<file path="src/rtl/nowtime_setter_if.sv">
// nowtime_setter_if: time/button bus between the time editor and its environment.
interface nowtime_setter_if;
    logic [23:0] nowtime;
    logic        edit_en;
    logic        btn_sel;
    logic        btn_inc;
    logic        btn_dec;
    logic        btn_ok;
    logic [23:0] save_nowtime;
    logic        save_nowtime_yet;
    logic [1:0]  edit_field;
    logic        editing;

    modport master (
        output nowtime, edit_en, btn_sel, btn_inc, btn_dec, btn_ok,
        input  save_nowtime, save_nowtime_yet, edit_field, editing
    );

    modport slave (
        input  nowtime, edit_en, btn_sel, btn_inc, btn_dec, btn_ok,
        output save_nowtime, save_nowtime_yet, edit_field, editing
    );
endinterface

</file>
<file path="src/rtl/nowtime_setter.sv">
// nowtime_setter: BCD HH:MM:SS time editor with field select, inc/dec and commit strobe.
// Define AUTO_REPEAT_EN to add held-button auto-repeat for inc/dec.
module nowtime_setter #(
    parameter logic [23:0] REPEAT_DELAY  = 24'd5000000,
    parameter logic [23:0] REPEAT_PERIOD = 24'd1000000
) (
    input logic             clk,
    input logic             rst_n,
    nowtime_setter_if.slave bus
);
    typedef enum logic [2:0] {IDLE, EDIT_HR, EDIT_MIN, EDIT_SEC, COMMIT} state_t;

    state_t      state_q;
    logic [4:0]  s1_q, s2_q, p_q, rise;
    logic [23:0] work_q, work_d, save_q;
    logic        yet_q, editing_q;
    logic [1:0]  field_q;
    logic [7:0]  cur, nxt;
    logic        inc_go, dec_go;

    // bit order {ok, dec, inc, sel, edit_en}
    always_ff @(posedge clk or negedge rst_n) begin
        if (!rst_n) begin
            s1_q <= '0;
            s2_q <= '0;
            p_q  <= '0;
        end else begin
            s1_q <= {bus.btn_ok, bus.btn_dec, bus.btn_inc, bus.btn_sel, bus.edit_en};
            s2_q <= s1_q;
            p_q  <= s2_q;
        end
    end

    assign rise = s2_q & ~p_q;

    // Digits are compared as a binary byte, valid because each nibble is already checked <= 9.
    function automatic logic [7:0] bcd_step(input logic [7:0] f, input logic hr, input logic up);
        logic [7:0] top;
        top = hr ? 8'h23 : 8'h59;
        if (f[3:0] > 4'd9 || f[7:4] > 4'd9 || f > top) return 8'h00;
        if (up) return (f == top) ? 8'h00 : (f[3:0] == 4'd9) ? {f[7:4] + 4'd1, 4'd0} : f + 8'd1;
        return (f == 8'h00) ? top : (f[3:0] == 4'd0) ? {f[7:4] - 4'd1, 4'd9} : f - 8'd1;
    endfunction

    assign cur    = (field_q == 2'd1) ? work_q[23:16] : (field_q == 2'd2) ? work_q[15:8] : work_q[7:0];
    assign nxt    = bcd_step(cur, field_q == 2'd1, inc_go);
    assign work_d = (field_q == 2'd1) ? {nxt, work_q[15:0]} :
                    (field_q == 2'd2) ? {work_q[23:16], nxt, work_q[7:0]} : {work_q[23:8], nxt};

`ifdef AUTO_REPEAT_EN
    logic [23:0] hold_inc_q, hold_dec_q;
    logic        rep_inc, rep_dec;

    assign rep_inc = editing_q && s2_q[2] && hold_inc_q == REPEAT_DELAY - 24'd1;
    assign rep_dec = editing_q && s2_q[3] && hold_dec_q == REPEAT_DELAY - 24'd1;

    // after the first repeat the counter restarts one period short of the delay
    always_ff @(posedge clk or negedge rst_n) begin
        if (!rst_n) begin
            hold_inc_q <= '0;
            hold_dec_q <= '0;
        end else begin
            hold_inc_q <= (!editing_q || !s2_q[2] || rise[1]) ? '0 :
                          rep_inc ? REPEAT_DELAY - REPEAT_PERIOD : hold_inc_q + 24'd1;
            hold_dec_q <= (!editing_q || !s2_q[3] || rise[1]) ? '0 :
                          rep_dec ? REPEAT_DELAY - REPEAT_PERIOD : hold_dec_q + 24'd1;
        end
    end

    assign inc_go = rise[2] | rep_inc;
    assign dec_go = rise[3] | rep_dec;
`else
    logic unused_par;
    assign unused_par = ^{REPEAT_DELAY, REPEAT_PERIOD};
    assign inc_go     = rise[2];
    assign dec_go     = rise[3];
`endif

    always_ff @(posedge clk or negedge rst_n) begin
        if (!rst_n) begin
            state_q   <= IDLE;
            work_q    <= '0;
            save_q    <= '0;
            yet_q     <= 1'b0;
            editing_q <= 1'b0;
            field_q   <= 2'd0;
        end else begin
            yet_q <= 1'b0;
            case (state_q)
                IDLE: if (rise[0]) begin
                    work_q    <= bus.nowtime;
                    state_q   <= EDIT_HR;
                    editing_q <= 1'b1;
                    field_q   <= 2'd1;
                end
                COMMIT: state_q <= IDLE;
                default: if (!s2_q[0]) begin
                    state_q   <= IDLE;
                    editing_q <= 1'b0;
                    field_q   <= 2'd0;
                end else if (rise[4]) begin
                    state_q   <= COMMIT;
                    save_q    <= work_q;
                    yet_q     <= 1'b1;
                    editing_q <= 1'b0;
                    field_q   <= 2'd0;
                end else if (rise[1]) begin
                    state_q <= (state_q == EDIT_HR) ? EDIT_MIN : (state_q == EDIT_MIN) ? EDIT_SEC : EDIT_HR;
                    field_q <= (field_q == 2'd3) ? 2'd1 : field_q + 2'd1;
                end else if (inc_go ^ dec_go) begin
                    work_q <= work_d;
                end
            endcase
        end
    end

    assign bus.save_nowtime     = save_q;
    assign bus.save_nowtime_yet = yet_q;
    assign bus.edit_field       = field_q;
    assign bus.editing          = editing_q;
endmodule

</file>
<file path="src/flat_wrapper.sv">
// flat-port wrapper written by rule: the top's interface ports become plain ports
module nowtime_setter_flat 
#(
    parameter logic [23:0] REPEAT_DELAY  = 24'd5000000,
    parameter logic [23:0] REPEAT_PERIOD = 24'd1000000
)
  (clk, rst_n, bus_nowtime, bus_edit_en, bus_btn_sel, bus_btn_inc, bus_btn_dec, bus_btn_ok, bus_save_nowtime, bus_save_nowtime_yet, bus_edit_field, bus_editing);
  nowtime_setter_if bus_i ();
  input logic clk;
  input logic rst_n;
  input wire logic [$bits(bus_i.nowtime)-1:0] bus_nowtime;
  input wire logic [$bits(bus_i.edit_en)-1:0] bus_edit_en;
  input wire logic [$bits(bus_i.btn_sel)-1:0] bus_btn_sel;
  input wire logic [$bits(bus_i.btn_inc)-1:0] bus_btn_inc;
  input wire logic [$bits(bus_i.btn_dec)-1:0] bus_btn_dec;
  input wire logic [$bits(bus_i.btn_ok)-1:0] bus_btn_ok;
  output wire logic [$bits(bus_i.save_nowtime)-1:0] bus_save_nowtime;
  output wire logic [$bits(bus_i.save_nowtime_yet)-1:0] bus_save_nowtime_yet;
  output wire logic [$bits(bus_i.edit_field)-1:0] bus_edit_field;
  output wire logic [$bits(bus_i.editing)-1:0] bus_editing;
  assign bus_i.nowtime = bus_nowtime;
  assign bus_i.edit_en = bus_edit_en;
  assign bus_i.btn_sel = bus_btn_sel;
  assign bus_i.btn_inc = bus_btn_inc;
  assign bus_i.btn_dec = bus_btn_dec;
  assign bus_i.btn_ok = bus_btn_ok;
  assign bus_save_nowtime = bus_i.save_nowtime;
  assign bus_save_nowtime_yet = bus_i.save_nowtime_yet;
  assign bus_edit_field = bus_i.edit_field;
  assign bus_editing = bus_i.editing;
  nowtime_setter #(.REPEAT_DELAY(REPEAT_DELAY), .REPEAT_PERIOD(REPEAT_PERIOD)) u_core (.clk(clk), .rst_n(rst_n), .bus(bus_i));
endmodule
</file>
<file path="config.mk">
export PLATFORM = sky130hd
export DESIGN_NAME = nowtime_setter_flat
export DESIGN_NICKNAME = d
export VERILOG_FILES = /design/src/rtl/nowtime_setter_if.sv /design/src/rtl/nowtime_setter.sv /design/src/flat_wrapper.sv
export SDC_FILE = /design/constraint.sdc
export NUM_CORES = 1
export LEC_CHECK = 0
export BUFFER_PORTS_ARGS = -buffer_cell sky130_fd_sc_hd__buf_4
export CAP_MARGIN = 40
export CORE_ASPECT_RATIO = 1.25
export CORE_MARGIN = 2
export CORE_UTILIZATION = 30
export CTS_BUF_LIST = sky130_fd_sc_hd__clkbuf_16
export CTS_CLUSTER_DIAMETER = 150
export DETAILED_ROUTE_END_ITERATION = 10
export GPL_TIMING_DRIVEN = 1
export PLACE_DENSITY = 0.49
export SLEW_MARGIN = 20
export SYNTH_ARGS = -nofsm -noshare
export SYNTH_HDL_FRONTEND = slang
export SYNTH_SLANG_ARGS = --single-unit
</file>
<file path="constraint.sdc">
create_clock -name clk -period 3.3 [get_ports clk]
set_clock_uncertainty 0.1 [all_clocks]
set_input_delay 0.165 -clock clk [delete_from_list [all_inputs] [get_ports clk]]
set_output_delay 0.165 -clock clk [all_outputs]
set_load 0.02 [all_outputs]
</file>
==> reports/metrics.yaml <==
yosys:
  synthCells: 375
  synth.avg_cell_area_sq_um: 10.8
  synth_fa_ha_area_frac: 0.0339
  synth_top_family_by_area: "compound AO/OA/AOI/OAI gates"
  synthMuxAreaShare: 0.107
  synth-simple-area-share: 0.152
  yosys_most_used_dff: "dfrtp_1"
  synthXorXnorAreaFrac: 0.00647
  ys_seq_area_frac: 0.431
  syn_area_sq_um: 4060
  yosys_register_bits: 70
  synth-edff-count: 0
  async_flop_share: 1.00
  yosysWarnings: 0
  synth_nets: 417
  synth_compound_area_frac: 0.225
  netlist-cell-type-count: 70
clock_tree:
  cts_root_buf: "clkbuf_16"
  cts_buffers: 9
  clock_latency_ps: 330
  h-tree-depth: 3
  clkSinkCount: 70
  clk_pin_slew_worst_paths_ps: 60
  cts.path.max_buffers: 2
  post_cts_buffers: 0
  cts_tree: "done"
job:
  maxCapViolCount: 0
placed_design:
  portBuffers: 58
  routabilityCongestion: 0.855
  dpl_worst_slack_ps: 81.8
  post_dp_cell_area_sq_um: 4790
  dp_cells: 607
  hpwlAfterDp_um: 8220
cells_and_area:
  final_common_cell: "buf_4"
  instances_no_fill: 638
  fin_area_sq_um: 5310
  nets: 504
  multi_input_area_sq_um: 2190
  syn_to_final_growth_pct: 30.5
  fillers: 1343
  regArea_sq_um: 1750
  drive_gt1_frac: 0.349
  diodes: 0
  final_cell_mix: "buf_4 (75), dfrtp_1 (70), mux2_2 (26)"
global_routing:
  grt_overflow: 0
  grt_max_degree: 53
  grt_pass1_wl_um: 17800
  grt_usage: 0.160
  antenna_found_initial: 0
  grt_pass1_vias: 3368
drt:
  wl_um: 10900
  vias_per_cell: 4.99
  detail-route-antenna-nets: 0
  routedWlPerCell_um: 17.1
  first_iter_violations: 118
  post-route-drc-count: 0
  first_pass_iters: 4
  vias: 3185
worst_setup_path:
  start_kind: "register"
  critPathKind: "register to register"
  required_ps: 3380
  crit_path_end_kind: "register"
  arrival_ps: 3220
  path_max_fanout: 6
die:
  die_x_um: 108
  rows: 47
  fp.dieArea_sq_um: 14500
  ios: 59
  die_h_um: 134
  initial_core_util: 0.307
  coreArea_sq_um: 13200
status:
  outcome: "finished clean"
sta:
  finalCritPeriodShare: 0.950
  min_period_ps: 3130
  fin_hold_ws_ps: 6.52
  setup_viol: 0
  final_max_slew_viol_count: 0
  max_slew_margin: 0.563
  hold_viol: 0
  max_freq_ghz: 0.319
  setup_ws_ps: 166
  tightest_slew_ps: 656
power:
  p_leak_nw: 2.28
  ir_drop_mv: 0.462
  power_mw: 5.88
  power_density_nw_per_um2: 1110
min_path:
  hp-class: "input port to register"
## layer usage
metal / up-vias / global-route usage / share of wire
met5: - / 0 / 0
met4: 0 / 0.0670 / 0.021
met3: 17 / 0.0311 / 0.030
met2: 58 / 0.270 / 0.51
met1: 1553 / 0.198 / 0.44
li1: 1557 / - / -
## power breakdown
part	switching, mW	internal (mW)
clock network	0.358	0.656
logic	1.95	1.45
registers	0.283	1.19
total	2.59	3.29
## through the flow
stage               setup TNS, ps   util
floorplan                       0      -
global placement                0  0.360
detailed placement              0  0.362
CTS                             0  0.397
global route                -29.2  0.401
finish                          0  0.401
## critical path, cell delays in order (launching register included)
cell and delay, ps:
dfrtp_1 390, inv_1 80, ha_2 230, mux2_2 400
a21oi_4 190, ha_1 180, nor4b_1 400, a41o_1 390
or3_1 160, nand3_1 170, o21bai_1 190, a31oi_1 90
## logic make-up after synthesis
logic type	Yosys count
multiplexers	37
XOR/XNOR	3
adder cells (fa/ha/maj)	11
buffers and inverters	35
AND/OR/NAND/NOR	109
flip-flops	70
AO/OA/AOI/OAI	110
## registers in the layout, summed over array words and instances (netlist names)
register	cells
u_core.work_q	24
u_core.s1_q	5
u_core.bus.edit_field	2
u_core.bus.save_nowtime_yet	1
u_core.p_q	5
u_core.s2_q	5
u_core.bus.editing	1
u_core.bus.save_nowtime	24
u_core.state_q	3
## synth_stat cells, types with 5 or more instances
| cell type | instances | share of area |
|---|---|---|
| a21o_1 | 7 | 0.013 |
| a21oi_1 | 14 | 0.017 |
| a31oi_1 | 12 | 0.018 |
| clkbuf_1 | 8 | 0.0074 |
| dfrtp_1 | 70 | 0.43 |
| ha_1 | 11 | 0.034 |
| inv_1 | 18 | 0.017 |
| mux2_2 | 26 | 0.072 |
| mux2i_1 | 6 | 0.015 |
| nand2_1 | 25 | 0.023 |
| nand2b_1 | 12 | 0.018 |
| nand3_1 | 12 | 0.015 |
| nor2_1 | 24 | 0.022 |
| nor2b_1 | 6 | 0.0092 |
| o211ai_1 | 10 | 0.018 |
| o21a_1 | 11 | 0.020 |
| o21ai_0 | 9 | 0.011 |
| o221ai_2 | 6 | 0.022 |
| or3_1 | 5 | 0.0077 |
## path summary, 6_finish.rpt
| path | start | end | slack [ps] | cells after the start |
|---|---|---|---|---|
| setup / recovery | u_core.bus.edit_field[0] | u_core.work_q[14] | 170 | 11 |
| hold / removal | bus_nowtime[14] | u_core.work_q[14] | 7 | 3 |
| setup reg to reg | u_core.bus.edit_field[0] | u_core.work_q[14] | 170 | 11 |
| max in group asynchronous | rst_n | u_core.bus.save_nowtime[15] | 2400 | 3 |
| hold reg to reg | u_core.s1_q[3] | u_core.s2_q[3] | 250 | 0 |
| min in group asynchronous | rst_n | u_core.s1_q[1] | 160 | 2 |
## repair_timing
item | 4_1_cts | 5_1_grt
gates resized for setup | 0 | 10
endpoints found under the setup margin | 0 | 24
hold buffers | 15 | 0
hold endpoints to repair | 84 | 0
## final cells by class
class                   count  area share
well taps                 171      0.0403
flip-flops and latches     70       0.330
repair buffers             92       0.142
inverters                  19      0.0158
multi-input cells         270       0.413
clock inverters             7      0.0167
clock buffers               9      0.0425
No activity file was read; power rests on OpenSTA's default activity.
